<file path="src/rtl/lcd_read_cycle_if.sv">
// ----------------------------------------------------------------------------
// lcd_read_cycle_if
// Bundles the request handshake and the HD44780 read-side pins of
// lcd_read_cycle.
//   master : the requester (drives rd_enable/reg_sel/poll_bf, presents db_in)
//   slave  : the read-cycle engine (drives LCD pins, rd_data and status)
// Signals:
//   rd_enable, reg_sel, poll_bf  request and its options
//   db_in[7:0]                   LCD data bus as seen by the FPGA
//   rs_out, rw_out, e_out        LCD control pins
//   db_oe                        1 = FPGA may drive db, 0 = bus released
//   rd_data[7:0]                 last sampled byte
//   busy, rd_finish, timeout     status
// ----------------------------------------------------------------------------
interface lcd_read_cycle_if;
    logic       rd_enable;
    logic       reg_sel;
    logic       poll_bf;
    logic [7:0] db_in;
    logic       rs_out;
    logic       rw_out;
    logic       e_out;
    logic       db_oe;
    logic [7:0] rd_data;
    logic       busy;
    logic       rd_finish;
    logic       timeout;

    modport master (
        output rd_enable, reg_sel, poll_bf, db_in,
        input  rs_out, rw_out, e_out, db_oe, rd_data, busy, rd_finish, timeout
    );

    modport slave (
        input  rd_enable, reg_sel, poll_bf, db_in,
        output rs_out, rw_out, e_out, db_oe, rd_data, busy, rd_finish, timeout
    );
endinterface

</file>
<file path="src/rtl/lcd_read_cycle.sv">
// ----------------------------------------------------------------------------
// lcd_read_cycle
// HD44780-style read-cycle engine. It performs one read of BF/AC (RS=0) or of
// DDRAM/CGRAM data (RS=1). It can also keep polling the busy flag until it
// clears. Every output is registered.
// Ports:
//   clk   slow LCD clock
//   rst   synchronous reset, active-high
//   bus   lcd_read_cycle_if.slave (request, LCD pins, rd_data, status)
// Parameters: SETUP_CYC, E_HIGH_CYC, HOLD_CYC (1..15), POLL_MAX (1..255).
// Build option: define LCD_BF_TIMEOUT_EN to bound polling to POLL_MAX reads
// and report a timeout. Without it, polling runs until BF clears, timeout is
// tied low and POLL_MAX is ignored.
// ----------------------------------------------------------------------------
module lcd_read_cycle #(
    parameter int unsigned SETUP_CYC  = 1,
    parameter int unsigned E_HIGH_CYC = 2,
    parameter int unsigned HOLD_CYC   = 1,
    parameter int unsigned POLL_MAX   = 255
) (
    input logic             clk,
    input logic             rst,
    lcd_read_cycle_if.slave bus
);

    typedef enum logic [2:0] {StIdle, StSetup, StEHi, StHold, StDone} state_e;

    state_e     state_q, state_d;
    logic [3:0] cnt_q, cnt_d;         // phase counter, counts down to 0
    logic       rs_lat_q, rs_lat_d;
    logic       poll_q, poll_d;
    logic [7:0] rd_data_q, rd_data_d;
    logic       timeout_q, timeout_d;
    logic       rs_q, rs_d;
    logic       rw_q, rw_d;
    logic       e_q, e_d;
    logic       busy_q, busy_d;
    logic       fin_q, fin_d;
    logic       again;                // HOLD ends with another BF read

`ifdef LCD_BF_TIMEOUT_EN
    logic [7:0] poll_cnt_q, poll_cnt_d;
    logic [8:0] poll_next;

    // Evaluated 9 bits wide, so the 8-bit counter can never wrap.
    assign poll_next = {1'b0, poll_cnt_q} + 9'd1;
    assign again     = poll_q & rd_data_q[7] & (poll_next < 9'(POLL_MAX));
`else
    logic [7:0] unused_poll_max;

    assign unused_poll_max = 8'(POLL_MAX);
    assign again           = poll_q & rd_data_q[7];
`endif

    always_comb begin
        state_d   = state_q;
        cnt_d     = cnt_q;
        rs_lat_d  = rs_lat_q;
        poll_d    = poll_q;
        rd_data_d = rd_data_q;
        timeout_d = timeout_q;
`ifdef LCD_BF_TIMEOUT_EN
        poll_cnt_d = poll_cnt_q;
`endif
        unique case (state_q)
            StIdle: begin
                if (bus.rd_enable) begin
                    state_d   = StSetup;
                    cnt_d     = 4'(SETUP_CYC - 1);
                    // A busy-flag poll always targets the instruction register.
                    rs_lat_d  = bus.poll_bf ? 1'b0 : bus.reg_sel;
                    poll_d    = bus.poll_bf;
                    timeout_d = 1'b0;
`ifdef LCD_BF_TIMEOUT_EN
                    poll_cnt_d = 8'd0;
`endif
                end
            end
            StSetup: begin
                if (cnt_q == 4'd0) begin
                    state_d = StEHi;
                    cnt_d   = 4'(E_HIGH_CYC - 1);
                end else begin
                    cnt_d = cnt_q - 4'd1;
                end
            end
            StEHi: begin
                if (cnt_q == 4'd0) begin
                    state_d   = StHold;
                    cnt_d     = 4'(HOLD_CYC - 1);
                    rd_data_d = bus.db_in;   // sampled on the last E-high edge
                end else begin
                    cnt_d = cnt_q - 4'd1;
                end
            end
            StHold: begin
                if (cnt_q != 4'd0) begin
                    cnt_d = cnt_q - 4'd1;
                end else if (again) begin
                    state_d = StSetup;
                    cnt_d   = 4'(SETUP_CYC - 1);
`ifdef LCD_BF_TIMEOUT_EN
                    poll_cnt_d = poll_next[7:0];
`endif
                end else begin
                    state_d = StDone;
`ifdef LCD_BF_TIMEOUT_EN
                    // Registered here, so it is already valid alongside rd_finish.
                    timeout_d = poll_q & rd_data_q[7];
`endif
                end
            end
            StDone: begin
                state_d = StIdle;
            end
            default: begin
                state_d = StIdle;
            end
        endcase

        // Moore outputs are decoded from the next state and then registered.
        busy_d = (state_d != StIdle);
        rw_d   = (state_d == StSetup) || (state_d == StEHi) || (state_d == StHold);
        e_d    = (state_d == StEHi);
        fin_d  = (state_d == StDone);
        rs_d   = rw_d & rs_lat_d;
    end

    always_ff @(posedge clk) begin
        if (rst) begin
            state_q   <= StIdle;
            cnt_q     <= 4'd0;
            rs_lat_q  <= 1'b0;
            poll_q    <= 1'b0;
            rd_data_q <= 8'h00;
            timeout_q <= 1'b0;
            rs_q      <= 1'b0;
            rw_q      <= 1'b0;
            e_q       <= 1'b0;
            busy_q    <= 1'b0;
            fin_q     <= 1'b0;
`ifdef LCD_BF_TIMEOUT_EN
            poll_cnt_q <= 8'd0;
`endif
        end else begin
            state_q   <= state_d;
            cnt_q     <= cnt_d;
            rs_lat_q  <= rs_lat_d;
            poll_q    <= poll_d;
            rd_data_q <= rd_data_d;
            timeout_q <= timeout_d;
            rs_q      <= rs_d;
            rw_q      <= rw_d;
            e_q       <= e_d;
            busy_q    <= busy_d;
            fin_q     <= fin_d;
`ifdef LCD_BF_TIMEOUT_EN
            poll_cnt_q <= poll_cnt_d;
`endif
        end
    end

    assign bus.rs_out    = rs_q;
    assign bus.rw_out    = rw_q;
    assign bus.e_out     = e_q;
    assign bus.db_oe     = ~rw_q;    // the bus is released for the whole read
    assign bus.rd_data   = rd_data_q;
    assign bus.busy      = busy_q;
    assign bus.rd_finish = fin_q;
    assign bus.timeout   = timeout_q;

endmodule

</file>
<file path="src/flat_wrapper.sv">
// flat-port wrapper written by rule: the top's interface ports become plain ports
module lcd_read_cycle_flat 
#(
    parameter int unsigned SETUP_CYC  = 1,
    parameter int unsigned E_HIGH_CYC = 2,
    parameter int unsigned HOLD_CYC   = 1,
    parameter int unsigned POLL_MAX   = 255
)
  (clk, rst, bus_rd_enable, bus_reg_sel, bus_poll_bf, bus_db_in, bus_rs_out, bus_rw_out, bus_e_out, bus_db_oe, bus_rd_data, bus_busy, bus_rd_finish, bus_timeout);
  lcd_read_cycle_if bus_i ();
  input logic clk;
  input logic rst;
  input wire logic [$bits(bus_i.rd_enable)-1:0] bus_rd_enable;
  input wire logic [$bits(bus_i.reg_sel)-1:0] bus_reg_sel;
  input wire logic [$bits(bus_i.poll_bf)-1:0] bus_poll_bf;
  input wire logic [$bits(bus_i.db_in)-1:0] bus_db_in;
  output wire logic [$bits(bus_i.rs_out)-1:0] bus_rs_out;
  output wire logic [$bits(bus_i.rw_out)-1:0] bus_rw_out;
  output wire logic [$bits(bus_i.e_out)-1:0] bus_e_out;
  output wire logic [$bits(bus_i.db_oe)-1:0] bus_db_oe;
  output wire logic [$bits(bus_i.rd_data)-1:0] bus_rd_data;
  output wire logic [$bits(bus_i.busy)-1:0] bus_busy;
  output wire logic [$bits(bus_i.rd_finish)-1:0] bus_rd_finish;
  output wire logic [$bits(bus_i.timeout)-1:0] bus_timeout;
  assign bus_i.rd_enable = bus_rd_enable;
  assign bus_i.reg_sel = bus_reg_sel;
  assign bus_i.poll_bf = bus_poll_bf;
  assign bus_i.db_in = bus_db_in;
  assign bus_rs_out = bus_i.rs_out;
  assign bus_rw_out = bus_i.rw_out;
  assign bus_e_out = bus_i.e_out;
  assign bus_db_oe = bus_i.db_oe;
  assign bus_rd_data = bus_i.rd_data;
  assign bus_busy = bus_i.busy;
  assign bus_rd_finish = bus_i.rd_finish;
  assign bus_timeout = bus_i.timeout;
  lcd_read_cycle #(.SETUP_CYC(SETUP_CYC), .E_HIGH_CYC(E_HIGH_CYC), .HOLD_CYC(HOLD_CYC), .POLL_MAX(POLL_MAX)) u_core (.clk(clk), .rst(rst), .bus(bus_i));
endmodule
</file>
<file path="config.mk">
export PLATFORM = sky130hd
export DESIGN_NAME = lcd_read_cycle_flat
export DESIGN_NICKNAME = d
export VERILOG_FILES = /design/src/rtl/lcd_read_cycle_if.sv /design/src/rtl/lcd_read_cycle.sv /design/src/flat_wrapper.sv
export SDC_FILE = /design/constraint.sdc
export NUM_CORES = 1
export LEC_CHECK = 0
export ABC_AREA = 1
export CAP_MARGIN = 20
export CORE_MARGIN = 10
export CORE_UTILIZATION = 35
export CTS_CLUSTER_DIAMETER = 200
export CTS_CLUSTER_SIZE = 8
export DETAILED_ROUTE_END_ITERATION = 10
export GPL_TIMING_DRIVEN = 0
export HOLD_SLACK_MARGIN = 0.06
export PLACE_DENSITY_LB_ADDON = 0.12
export RECOVER_POWER = 100
export SLEW_MARGIN = 20
export SYNTH_ARGS = -nofsm -noshare
export SYNTH_HDL_FRONTEND = slang
export SYNTH_SLANG_ARGS = --single-unit
</file>
<file path="constraint.sdc">
create_clock -name clk -period 2.5 [get_ports clk]
set_input_delay 0.5 -clock clk [delete_from_list [all_inputs] [get_ports clk]]
set_output_delay 0.5 -clock clk [all_outputs]
set_load 0.005 [all_outputs]
</file>
==> flow_summary.toml, run 1 <==
[layout]
fin_area_um2 = 1260
diodes = 0
fin_cells = 187
area_growth_pct = 34.5
largest_reg_flops = 8
drive_gt1_share_pct = 8.28
finalNetCount = 172

[floorplan]
rows = 18
initial_core_util_pct = 37.3
core_um2 = 2520
die_x_um = 71.8
die-area_um2 = 5160
pin_count = 28
die-height_um = 71.8

[clock_network]
clk_latency_ns = 0.31
post-cts-setup-buffer-count = 0
post_cts_resized = 0
numCtsBuffers = 3
cts_max_path_buffers = 2
clock-sinks = 22
ctsHtreeMaxLevel = 1
path_clk_slew_ns = 0.13
cts_tree = "yes"
cts_hold_buf = 0
root_buffer = "clkbuf_4"

[placed_design]
postPlaceCellArea_um2 = 1240
routabilityCongestion = 0.801
dp.cells = 183
io_buffers = 26
dpl.hpwl_um = 1690

[sta]
fmax_mhz = 545
final.setup.tns_ns = 0
tightest_slew_ns = 0.686
hold_violations = 0
post-route-min-period_ns = 1.84
fin_skew_ns = 0.0108
finalSetupViolations = 0
fin_crit_sh_pct = 73.4
rsz0062_at_grt = "false"
timing.final.max_slew_violations = 0
slew_headroom_pct = 54.1

[global_route]
grt_pass1_wl_um = 3950
busiest_layer = "met2"
grt_usage_pct = 9.14
grtUsageMet1_pct = 10.5
overflow = 0
antenna_found_initial = 0
grt_pass1_vias = 892
use_met3_pct = 4.68
grt_max_degree = 14
grt_util_met2_pct = 14.9

[worst_setup_path]
path_cells = "inv_1 > ha_1 > nand2_1 > nor2_1 > inv_6 > nand2_1 > nor2_1 > nand2_1 > nor2_1"
r2r_start = "u_core.cnt_q[0]"
regToRegSetupSlack_ns = 0.66
criticalPathCategory = "reg -> reg"
worstPathRequired_ns = 2.69
arrival_ns = 2.02
slowest_stage = "nor2_1"
max_stage_delay_ns = 0.57
cp_max_fo = 9
regToRegEndpoint = "u_core.bus.e_out"
r2r_cells = 9
start_kind = "flop"
end_kind = "flop"

[route]
drc_errors = 0
wire_per_inst_um = 11.7
wl_um = 2180
viasPerCell = 4.64
ant_nets = 0
drt_iter0_markers = 48
drt_pre_antenna_iters = 4
vias = 867

[hold_path]
hold_depth = 2
hp-start = "u_core.poll_q"
hp-class = "reg -> reg"
worstHoldEndpoint = "u_core.poll_q"

[pwr]
p_leak_nw = 0.599
powerDensity_nw_per_um2 = 1100
ir_drop_mv = 0.579

[synthesis]
synth_top_area_share_pct = 46.9
async_flop_share_pct = 0
netlist-cell-type-count = 24
synth_edf_count = 0
synth_warnings = 0
synthesis.area_um2 = 940
synth_common_cells = "26 x nor2_1, 24 x nand2_1, 22 x dfxtp_1, 13 x inv_1, 9 x o21ai_0"
ys_seq_area_share_pct = 46.9
syn_nets = 141
syn_avg_cell_area_um2 = 7.40
synth.area.top_cells = "dfxtp_1 47%, nor2_1 10%, nand2_1 9.6%"
synthCells = 127
ys_ff_latch = 22
netlist.top_cell.by_area = "dfxtp_1"
post-synth-top-count-cell = "nor2_1"
synth_ff_type = "dfxtp_1"

[run_status]
outcome = "complete, no violations"

[run]
drv_cap = 0
report_power, final:
part / internal (mW) / switching [mW] / total (mW)
Combinational: 0.260 / 0.325 / 0.585
Sequential: 0.464 / 0.0680 / 0.532
Clock: 0.162 / 0.110 / 0.272
stage by stage:
step / hold slack [ns] / util [%] / power (mW) / setup slack (ns)
after floorplan: 0.432 / - / 0.941 / 1.24
after global placement: 0.455 / 49.1 / 1.19 / 0.608
after detailed placement: 0.461 / 49.1 / 1.20 / 0.635
after CTS: 0.482 / 51.1 / 1.48 / 0.772
after global routing: 0.512 / 50.1 / 1.53 / 0.422
final: 0.483 / 50.1 / 1.39 / 0.665
area by class of cell:
type / instances / area (um^2)
fill: 266 / 1260
sequential: 22 / 440
multi-input combinational: 88 / 400
timing repair buffer: 26 / 260
inverter: 15 / 61.3
tap: 30 / 37.5
clock inverter: 1 / 30.0
clock buffer: 3 / 22.5
buffer: 2 / 11.3
layout by cell type (no fill, tap or decap):
master	count
clkdlybuf4s50_1	10
inv_1	13
a21oi_1	4
ha_1	1
inv_6	1
dlygate4sd3_1	16
nor2_1	28
nand3_1	6
nor3_1	1
bufinv_16	1
o211ai_1	1
o2111ai_1	1
a211oi_1	1
a21oi_2	2
inv_2	1
clkbuf_4	3
dfxtp_1	22
nor2_2	4
buf_4	1
nand4_1	1
clkbuf_1	1
nand2_1	27
o21ai_0	10
conb_1	1
metal layers:
metal | share of wire, % | wire length [um]
met4 | 0.82 | 18
met3 | 7.1 | 155
met5 | 0 | 0
met1 | 46 | 1010
met2 | 46 | 1000
worst max path at each step:
stage	startpoint	to	slack [ns]
detailed placement	bus_rd_enable	u_core.cnt_q[3]	0.64
global route	u_core.cnt_q[0]	u_core.bus.e_out	0.42
global placement	bus_rd_enable	u_core.cnt_q[3]	0.61
finish	u_core.cnt_q[0]	u_core.bus.e_out	0.66
CTS	u_core.bus.rd_data[7]	bus_rd_data[7]	0.77
floorplan	u_core.cnt_q[0]	u_core.bus.e_out	1.24
logic make-up (layout without fill, tap and decap cells):
logic type               count (synthesis)  count (layout)  share of synthesized area, %
AND/OR/NAND/NOR                         67              67                          31.4
AO/OA/AOI/OAI                           19              19                          12.3
other                                    1               1                         0.399
adder cells (fa/ha/maj)                  1               1                          1.33
flip-flops                              22              22                          46.9
buffers and inverters                   17              47                          7.72
critical path: cells and delay by family (launching register included):
family | cells | cell delay, ns
flops | 1 | 0.35
buf+inv | 2 | 0.16
simple gates | 6 | 0.95
fa+ha+maj | 1 | 0.23
No activity file was read; power rests on OpenSTA's default activity.
==> run 2: changes to the inputs <==
==> constraint.sdc (replaced) <==
create_clock -name clk -period 1.6 [get_ports clk]
set_input_delay 0.32 -clock clk [delete_from_list [all_inputs] [get_ports clk]]
set_output_delay 0.32 -clock clk [all_outputs]
set_load 0.005 [all_outputs]
==> run 2 against run 1 <==
Net effect:
- critical path depth shrank 8
- first-iteration DRC count increased by 2.1%
- sequential power rose by 58%
- design area up 3.2%
- critical path type is now reg -> out
- largest cell class unchanged
- highest routed layer unchanged
==> flow_summary.toml, run 2 (synthesized netlist as in run 1, its figures left out) <==
[run_status]
outcome = "complete, no violations"

[clock_network]
cts_tree = "yes"
root_buffer = "clkbuf_4"
clk_latency_ns = 0.31
clock-sinks = 22
path_clk_slew_ns = 0.13
cts_hold_buf = 0
numCtsBuffers = 3
cts_max_path_buffers = 2
ctsHtreeMaxLevel = 1

[route]
drt_pre_antenna_iters = 4
viasPerCell = 4.69
drc_errors = 0
vias = 882
drt_iter0_markers = 49
ant_nets = 0
wire_per_inst_um = 11.9
wl_um = 2240

[worst_setup_path]
regToRegSetupSlack_ns = 0.16
end_kind = "output port"
start_kind = "flop"
r2r_cells = 8
max_stage_delay_ns = 0.52
arrival_ns = 1.21
path_cells = "clkdlybuf4s50_1"
cp_top_family = "buffers and inverters"
worstPathRequired_ns = 1.28
worst-path-buf-inv = 1
regToRegEndpoint = "u_core.cnt_q[3]"
r2r_start = "u_core.cnt_q[0]"
slowest_stage = "clkdlybuf4s50_1"
cp_max_fo = 3
criticalPathCategory = "reg -> out"

[floorplan]
rows = 18
pin_count = 28
die_x_um = 71.8
initial_core_util_pct = 37.3
core_um2 = 2520
die-height_um = 71.8
die-area_um2 = 5160

[pwr]
p_leak_nw = 0.569
ir_drop_mv = 0.930
powerDensity_nw_per_um2 = 1770
power.total_mw = 2.31

[hold_path]
hp-class = "reg -> reg"
hp-start = "u_core.poll_q"
worstHoldEndpoint = "u_core.poll_q"
hold_depth = 2

[run]
drv_cap = 0

[layout]
drive_gt1_share_pct = 13.9
area_growth_pct = 38.7
post-route-util_pct = 51.7
final_cell_mix = "25 x nor2_1, 25 x clkdlybuf4s50_1, 24 x nand2_1, 22 x dfxtp_1, 13 x inv_1"
diodes = 0
fin_area_um2 = 1300
fin_cells = 188
largest_reg_flops = 8
finalNetCount = 173

[sta]
slew_headroom_pct = 63.0
fmax_mhz = 652
fin_crit_sh_pct = 95.8
rsz0062_at_grt = "false"
fin_skew_ns = 0.00262
setup_slack_ns = 0.0671
finalSetupViolations = 0
final.setup.tns_ns = 0
timing.final.max_slew_violations = 0
tightest_slew_ns = 0.556
fin_hold_ws_ns = 0.480
post-route-min-period_ns = 1.53
hold_violations = 0

[global_route]
overflow = 0
grt_usage_pct = 9.14
grt_pass1_vias = 892
grt_max_degree = 14
grt_pass1_wl_um = 3950
antenna_found_initial = 0

[placed_design]
postPlaceCellArea_um2 = 1240
dpl.hpwl_um = 1690
routabilityCongestion = 0.801
io_buffers = 26
dp.cells = 183
dp_slack_ns = -0.0845
run 2: cell count changes in the layout (fill, tap and decap cells not counted), moves of 2 or more:
cell	change
nor2_2	+2
nand2_2	+2
nand2_1	-3
nor2_1	-3
dlygate4sd3_1	-15
clkdlybuf4s50_1	+15
run 2: where the power goes:
group | total (mW) | internal (mW) | leakage (nW) | switching (mW)
sequential | 0.840 | 0.725 | 0.180 | 0.114
clock | 0.427 | 0.253 | 0.0279 | 0.174
combinational | 1.04 | 0.482 | 0.361 | 0.563
run 2: final cells by class:
cell class | instances | area, um^2
fillers | 260 | 1220
flip-flops and latches | 22 | 440
multi-input cells | 88 | 433
repair buffers | 27 | 268
inverters | 15 | 61.3
well taps | 30 | 37.5
clock inverters | 1 | 30.0
clock buffers | 3 | 22.5
plain buffers | 2 | 11.3
run 2: worst max path at each step:
stage / from / endpoint / cells after the start
final: u_core.bus.rd_data[7] / bus_rd_data[7] / 1
after global routing: u_core.bus.rd_data[5] / bus_rd_data[5] / 1
after CTS: u_core.bus.rd_data[7] / bus_rd_data[7] / 1
after detailed placement: bus_rd_enable / u_core.cnt_q[3] / 6
after global placement: bus_rd_enable / u_core.cnt_q[3] / 6
after floorplan: u_core.cnt_q[0] / u_core.bus.e_out / 9
run 2: timing repair:
action | CTS | global route
resized for setup | 0 | 3
setup endpoints to repair | 0 | 6
setup buffers | 0 | 1
endpoints found under the hold margin | 0 | 0
run 2: layer usage:
layer / GRT usage, % / share of wire, %
met5: 0 / 0
met4: 1.72 / 0.62
met3: 4.68 / 7.0
met2: 14.9 / 46
met1: 10.5 / 46
